--- config.mk ---
export PLATFORM = sky130hd
export DESIGN_NAME = rv_bus_arb
export DESIGN_NICKNAME = d
export VERILOG_FILES = /design/src/rtl/rv_bus_arb.sv
export SDC_FILE = /design/constraint.sdc
export NUM_CORES = 1
export LEC_CHECK = 0
export CELL_PAD_IN_SITES_DETAIL_PLACEMENT = 0
export CELL_PAD_IN_SITES_GLOBAL_PLACEMENT = 2
export CORE_ASPECT_RATIO = 0.7
export CORE_MARGIN = 4
export CORE_UTILIZATION = 20
export CTS_CLUSTER_SIZE = 12
export DETAILED_ROUTE_END_ITERATION = 8
export PLACE_DENSITY_LB_ADDON = 0.2
export SETUP_SLACK_MARGIN = 0.1
export SKIP_LAST_GASP = 1
export SYNTH_ARGS = -nofsm -noshare
export SYNTH_HDL_FRONTEND = slang
export SYNTH_SLANG_ARGS = --single-unit
--- constraint.sdc ---
create_clock -name i_clk -period 5.4 [get_ports i_clk]
set_input_delay 1.08 -clock i_clk [delete_from_list [all_inputs] [get_ports i_clk]]
set_output_delay 1.08 -clock i_clk [all_outputs]
set_load 0.01 [all_outputs]
--- src/rtl/rv_bus_arb.sv ---
// Two-master (fetch, load/store) to one-slave memory bus arbiter with registered request path.
// Optional fetch anti-starvation: define RV_ARB_FAIR_EN.
module rv_bus_arb #(
    parameter int ADDR_W       = 32,
    parameter int DATA_W       = 32,
    parameter int TIMEOUT      = 255,
    parameter int STARVE_LIMIT = 4
) (
    input  logic                i_clk,
    input  logic                i_reset_n,
    input  logic                i_fetch_req,
    input  logic [ADDR_W-1:0]   i_fetch_addr,
    output logic                o_fetch_ack,
    output logic                o_fetch_err,
    output logic [DATA_W-1:0]   o_fetch_rdata,
    input  logic                i_data_req,
    input  logic                i_data_we,
    input  logic [DATA_W/8-1:0] i_data_sel,
    input  logic [ADDR_W-1:0]   i_data_addr,
    input  logic [DATA_W-1:0]   i_data_wdata,
    output logic                o_data_ack,
    output logic                o_data_err,
    output logic [DATA_W-1:0]   o_data_rdata,
    output logic                o_bus_cyc,
    output logic                o_bus_stb,
    output logic                o_bus_we,
    output logic [DATA_W/8-1:0] o_bus_sel,
    output logic [ADDR_W-1:0]   o_bus_addr,
    output logic [DATA_W-1:0]   o_bus_wdata,
    input  logic                i_bus_ack,
    input  logic [DATA_W-1:0]   i_bus_rdata,
    output logic                o_owner
);

    localparam int SEL_W    = DATA_W / 8;
    localparam int TMO_BITS = $clog2(TIMEOUT + 1);
    localparam int STV_BITS = $clog2(STARVE_LIMIT + 1);
    // One width wide enough for the watchdog and the starve counter, never below 8 bits.
    localparam int MAX_BITS = (TMO_BITS > STV_BITS) ? TMO_BITS : STV_BITS;
    localparam int CNT_W    = (MAX_BITS > 8) ? MAX_BITS : 8;

    typedef enum logic [1:0] {
        IDLE  = 2'd0,
        GNT_F = 2'd1,
        GNT_D = 2'd2
    } state_e;

    state_e              state_q, state_d;
    logic                cyc_q, cyc_d;
    logic                we_q, we_d;
    logic [SEL_W-1:0]    sel_q, sel_d;
    logic [ADDR_W-1:0]   addr_q, addr_d;
    logic [DATA_W-1:0]   wdata_q, wdata_d;
    logic                owner_q, owner_d;
    logic [CNT_W-1:0]    tmo_q, tmo_d;
`ifdef RV_ARB_FAIR_EN
    logic [CNT_W-1:0]    starve_q, starve_d;
`endif

    logic force_f;
    logic grant_d;
    logic grant_f;
    logic tmo_hit;

    always_comb begin
        state_d = state_q;
        cyc_d   = cyc_q;
        we_d    = we_q;
        sel_d   = sel_q;
        addr_d  = addr_q;
        wdata_d = wdata_q;
        owner_d = owner_q;
        tmo_d   = tmo_q;
`ifdef RV_ARB_FAIR_EN
        starve_d = starve_q;
        force_f  = i_fetch_req && (starve_q == CNT_W'(STARVE_LIMIT));
`else
        force_f  = 1'b0;
`endif
        grant_d = i_data_req && !force_f;
        grant_f = i_fetch_req && !grant_d;
        // Ack in the expiry cycle takes precedence over the error completion.
        tmo_hit = (TIMEOUT != 0) && (state_q != IDLE) && !i_bus_ack
                  && (tmo_q == CNT_W'(TIMEOUT));

        case (state_q)
            IDLE: begin
                if (grant_d) begin
                    state_d = GNT_D;
                    cyc_d   = 1'b1;
                    owner_d = 1'b1;
                    we_d    = i_data_we;
                    sel_d   = i_data_sel;
                    addr_d  = i_data_addr;
                    wdata_d = i_data_wdata;
                    tmo_d   = '0;
                end else if (grant_f) begin
                    state_d = GNT_F;
                    cyc_d   = 1'b1;
                    owner_d = 1'b0;
                    we_d    = 1'b0;
                    sel_d   = '1;
                    addr_d  = i_fetch_addr;
                    wdata_d = '0;
                    tmo_d   = '0;
                end
`ifdef RV_ARB_FAIR_EN
                if (grant_f) begin
                    starve_d = '0;
                end else if (grant_d && i_fetch_req) begin
                    starve_d = starve_q + CNT_W'(1);
                end
`endif
            end
            GNT_F, GNT_D: begin
                if (i_bus_ack || tmo_hit) begin
                    state_d = IDLE;
                    cyc_d   = 1'b0;
                end else begin
                    tmo_d = tmo_q + CNT_W'(1);
                end
            end
            default: begin
                state_d = IDLE;
                cyc_d   = 1'b0;
            end
        endcase
    end

    always_ff @(posedge i_clk) begin
        if (!i_reset_n) begin
            state_q  <= IDLE;
            cyc_q    <= 1'b0;
            we_q     <= 1'b0;
            sel_q    <= '0;
            addr_q   <= '0;
            wdata_q  <= '0;
            owner_q  <= 1'b0;
            tmo_q    <= '0;
`ifdef RV_ARB_FAIR_EN
            starve_q <= '0;
`endif
        end else begin
            state_q  <= state_d;
            cyc_q    <= cyc_d;
            we_q     <= we_d;
            sel_q    <= sel_d;
            addr_q   <= addr_d;
            wdata_q  <= wdata_d;
            owner_q  <= owner_d;
            tmo_q    <= tmo_d;
`ifdef RV_ARB_FAIR_EN
            starve_q <= starve_d;
`endif
        end
    end

    // Completions are suppressed while reset is asserted so an aborted transfer never acks.
    assign o_fetch_ack   = i_reset_n && (state_q == GNT_F) && i_bus_ack;
    assign o_fetch_err   = i_reset_n && (state_q == GNT_F) && tmo_hit;
    assign o_data_ack    = i_reset_n && (state_q == GNT_D) && i_bus_ack;
    assign o_data_err    = i_reset_n && (state_q == GNT_D) && tmo_hit;
    assign o_fetch_rdata = i_bus_rdata;
    assign o_data_rdata  = i_bus_rdata;

    assign o_bus_cyc   = cyc_q;
    assign o_bus_stb   = cyc_q;
    assign o_bus_we    = we_q;
    assign o_bus_sel   = sel_q;
    assign o_bus_addr  = addr_q;
    assign o_bus_wdata = wdata_q;
    assign o_owner     = owner_q;

endmodule
# --- After elaboration in Yosys (flattened, before gate mapping) ---
# Cells that the tools add are included.
totals:
  reg_bits: 81
  input_bits: 138
classes:
  reduce_logical: 20
  eq_ne: 6
  mux: 21
  addsub: 1
ops:
  columns: ["operator", "n"]
  rows:
  - ["$mux W32", 4]
  - ["$mux W8", 3]
  - ["$pmux W8 S2", 1]
  - ["$logic_and A1 B1 Y1", 9]
  - ["$add A8 B1 Y8 const B", 1]
  - ["$eq A8 B8 Y1 const B", 1]
  - ["$mux W4", 2]
  - ["$mux W1", 6]
  - ["$mux W2", 3]
  - ["$reduce_bool A2 Y1", 3]
  - ["$ne A2 B2 Y1 const B", 2]
  - ["$pmux W2 S2", 1]
  - ["$reduce_and A2 Y1", 2]
  - ["$ne A3 B3 Y1 const B", 1]
  - ["$reduce_and A3 Y1", 1]
  - ["$eq A2 B1 Y1 const B", 1]
  - ["$eq A2 B2 Y1 const B", 1]
  - ["$logic_not A1 Y1", 2]
  - ["$logic_not A2 Y1", 1]
  - ["$pmux W1 S2", 1]
  - ["$reduce_or A2 Y1", 1]
  - ["$logic_or A1 B1 Y1", 1]

# --- Depth between registers and ports, before layout ---
depth:
  depth_word: 6
  depth_mapped: 8

# --- Worst setup path before layout ---
# No wires, ideal clock.
synth_timing:
  path_type: "input-to-output"
  start: "input port i_reset_n"
  end: "output port o_fetch_err"
  slack_ns: 2.588
  path_stages: 3
  required_time_ns: 4.320
  t_arrival_ns: 1.732
  path_cell_list: "clkbuf_1 -> clkbuf_1 -> and3_1"
synth_between:
  elab_chain_len: 2
synth_lines:
  columns: ["item", "line", "rtl"]
  rows:
  - ["start: declaration", "10", "input logic i_reset_n,"]
  - ["$logic_and A1 B1 Y1 (2 in a row)", "160", "assign o_fetch_err = i_reset_n && (state_q == GNT_F) && tmo_hit;"]
  - ["end: declaration", "14", "output logic o_fetch_err,"]
# Every way passes these cells.

# --- Final worst setup path ---
layout_timing:
  start: "input port i_bus_ack"
  end: "output port o_data_err"
layout_between:
  elab_chain_len: 4
layout_lines:
  columns: ["item", "line", "rtl"]
  rows:
  - ["start: declaration", "30", "input logic i_bus_ack,"]
  - ["$logic_not A1 Y1", "83", "tmo_hit = (TIMEOUT != 0) && (state_q != IDLE) && !i_bus_ack"]
  - ["$logic_and A1 B1 Y1", "83", null]
  - ["$logic_and A1 B1 Y1", "84", "&& (tmo_q == CNT_W'(TIMEOUT));"]
  - ["$logic_and A1 B1 Y1", "162", "assign o_data_err = i_reset_n && (state_q == GNT_D) && tmo_hit;"]
  - ["end: declaration", "22", "output logic o_data_err,"]
# Every way passes these cells.

==> results.txt <==
- Once routing completed, OpenROAD measured the worst setup slack at 1.46 ns.
* Level count of the clock H-tree: 3
- Number of routed nets with antenna violations: 0
- Number of global-route vias before repair: 3376
* Pin slew with the least headroom to its limit: 1.01 ns
- Timing analysis after detailed placement gives a worst setup slack of 1.49 ns.
- In the final timing run, aggregate negative setup slack is 0 ns.
* CP top delay family: buffers and inverters
* Share of synthesized flip-flops with an asynchronous set or reset: 0
* Reg2Reg Depth: 6
* Worst EP required: 4.32 ns
* Overall die width: 177 um
- Residual DRC: 0
- Multi-input combinational cell area: 1750 um2
- Inst Count DP: 769
* Clock insertion delay at the later pin of the skew report: 0.33 ns
* Core Rows: 42
- Total iterations of the first detailed-routing run: 4
- Total nets after synthesis: 557
- The tree is rooted in a clkbuf_16.
* Number of warnings issued by yosys: 0
- Register-to-register setup slack: 2.97 ns
- Relative slew margins: 0.324
- Data arrives at the worst endpoint at 2.86 ns.
- In this run the worst hold path is classified as reg2reg.
- Clock tree from TritonCTS: done
- I/O pin count: 278
- Final number of max-transition violations: 0
* Starting Density: 0.207
- Top cell by count, worst path: clkdlybuf4s50_1
- The floorplan step defined a die boundary enclosing 22400 um2.
- Counting flops with a built-in enable in the synthesized netlist gives 0.
* Detailed placement HPWL: 8.54 mm
* Part of the Yosys area used for sequential elements: 0.405
- Core Footprint: 19300 um2
- Setup violations remaining at the end of the flow were counted as 0.
- Of the available clock period, the critical path in the final layout requires 0.729.
- Counting both buffers and inverters, the worst setup path holds a total of 2.
- Hold Path Sink: tmo_q[1]$_SDFFE_PN0P_
* Post-CTS Setup Bufs: 0
* Prevailing post-synth register cell: dfxtp_1
- Max-cap violations in this run came to 0.
- P_leak: 2.46 nW
* Unique masters post-synth: 37
* Layout cell share with drive strength beyond 1: 0.0691
* Hold buffers post-CTS: 0
* Largest net degree at the start of global routing: 85
- After detailed routing, the average wire length per cell comes to 15.3 um.
- The worst path in the final design needs a cycle of 3.94 ns, including I/O delays and setup.
* Total wire length: 12.0 mm
* Die extent in y: 126 um
- The first global-routing pass estimated 18.7 mm of wire.
* Summed instance area of the synthesized netlist: 4000 um2
- In this run the power density over the cells is 309 nW/um2.
- DR iter-0 viols: 128
- In the global route stage, overall resource usage came out at 0.106.
* Worst Path Max Fanout: 10
* Result of the run: complete, no violations
- Synthesis produced 415 cells.
* Synth-to-Final Area Change: 46.4%
* Clock Tree Buf Depth: 2
- The critical path in this run is classified as in2out.
- Worst flop-to-flop path endpoint: o_bus_addr[3]$_SDFFE_PN0P_
- The final-report hold violation count was 0.
- Once the clock tree was built, the resizer swapped 0 gates to a different size.
- Using the TritonRoute via totals, the vias-per-cell ratio works out to 4.12.
* Clk pin slew, worst setup/hold paths: 0.06 ns
- A synthesized cell averages 9.64 um2.
- The final layout contains 658 nets.
- The repair_antennas step left the layout with diodes totalling 0.
- Source of the worst hold timing path: tmo_q[1]$_SDFFE_PN0P_
- Count of buffers inserted at the top-level ports: 181
* Via count: 3235
- Worst setup path start: i_bus_ack
* Final cell count without fillers: 785
- The initial antenna violation count was 1.
- Congestion Overflow GR: 0
* Sinks on Clock Net: 81
- RSZ-0062 raised after global routing: false
* Highest clock frequency the design can meet: 254 MHz
* Number of fill cells: 1997
- Max stage delay cell, worst path: clkdlybuf4s50_1
- The worst setup path is captured at a primary output.
- The signal on the critical path passes through clkdlybuf4s50_1, nor3_4, and3_1, clkdlybuf4s50_1.
- STA classifies the critical path startpoint as a primary input.
- The worst register-to-register path begins at state_q[0]$_SDFFE_PN0P_.
- On the final layout, the worst clock skew is 0.00511 ns.
- At the end of routability-driven placement, the weighted congestion stood at 0.718.
* Storage cell area: 1620 um2
- Yosys reg bits: 81
- Number of cells traversed by the worst hold path: 2
- VDD sags by at most 124 uV.
- TritonCTS created 9 clock buffers.
* CP peak stage delay: 0.54 ns
-- worst max path at each step --
stage,end,slack (ns),cells after the start
floorplan,o_fetch_err,2.59,3
global placement,o_fetch_err,1.51,4
detailed placement,o_fetch_err,1.49,4
CTS,o_data_err,1.48,4
global route,o_data_err,1.44,4
finish,o_data_err,1.46,4
-- per-stage QoR --
| step | instance area (um2) | util | hold slack (ns) | power, mW |
|---|---|---|---|---|
| floorplan | 4000 | - | 0.435 | 0.986 |
| global placement | 5550 | 0.288 | 0.455 | 1.19 |
| detailed placement | 5550 | 0.288 | 0.471 | 1.20 |
| CTS | 5860 | 0.304 | 0.485 | 1.86 |
| global route | 5860 | 0.304 | 0.508 | 1.92 |
| finish | 5860 | 0.304 | 0.485 | 1.81 |
-- worst register-to-register path, stage by stage (launching register included) --
cell     delay (ns)
dfxtp_1        0.32
inv_1          0.09
ha_1           0.38
nor2b_4        0.90
buf_4          0.42
nand2_1        0.09
o211a_1        0.13
-- registers in the layout (all words and copies together), names as in the netlist --
name / flops
o_bus_addr: 32
o_bus_wdata: 32
tmo_q: 8
o_bus_sel: 4
state_q: 2
o_bus_cyc: 1
o_bus_we: 1
o_owner: 1
-- cell usage after synthesis, types with 5 or more instances --
cell type,count,area share
buf_4,65,0.12
dfxtp_1,81,0.41
nand2_1,44,0.041
nor2b_1,37,0.058
a22oi_1,33,0.062
buf_2,15,0.019
mux2i_1,33,0.083
o211a_1,33,0.083
o221a_2,5,0.014
nand3_1,5,0.0063
clkbuf_1,15,0.014
o21ai_0,5,0.0063
-- layout make-up --
type,count,area share
clock buffers,11,0.0414
clock inverters,5,0.0109
inverters,3,0.00192
multi-input cells,235,0.298
flip-flops and latches,81,0.277
well taps,264,0.0564
repair buffers,186,0.314
-- layer usage --
layer  up-vias  global-route usage  wire [um]
met3        18              0.0526       1090
li1       1606                   -          -
met5         -                   0         13
met2       107               0.163       5400
met1      1502               0.129       5310
met4         2              0.0414        201
-- report_power, final --
part	internal [mW]	total (mW)	leakage (nW)	switching, mW
logic	0.265	0.479	1.65	0.213
clock network	0.375	0.634	0.146	0.260
registers	0.662	0.695	0.668	0.0333
total	1.30	1.81	2.46	0.506
-- cells by family (layout without fill, tap and decap cells) --
kind of cell	count (synthesis)	after routing	share of synthesized area
simple gates	105	105	0.140
buf+inv	99	205	0.160
compound gates	93	93	0.199
flops	81	81	0.405
mux	33	33	0.0826
fa+ha+maj	4	4	0.0125
-- cells in the final DEF, fill, tap and decap left out, types with 2 or more instances in the layout --
cell,netlist,final
o221a_2,5,5
clkbuf_16,0,9
mux2i_1,33,33
nand3_1,5,5
o32ai_1,2,2
nand2b_1,3,3
nor2_1,4,4
nor2b_1,37,36
o21ai_0,5,5
a211oi_1,3,3
inv_1,3,3
o211a_1,33,33
ha_1,4,4
o22ai_1,2,2
a22oi_1,33,33
clkinv_4,0,2
a21oi_1,2,2
buf_4,65,5
and3_1,4,4
buf_2,15,2
o311ai_0,2,2
o21ai_2,1,2
nand2_1,44,44
clkdlybuf4s50_1,0,179
dfxtp_1,81,81
No activity file was read; power rests on OpenSTA's default activity.
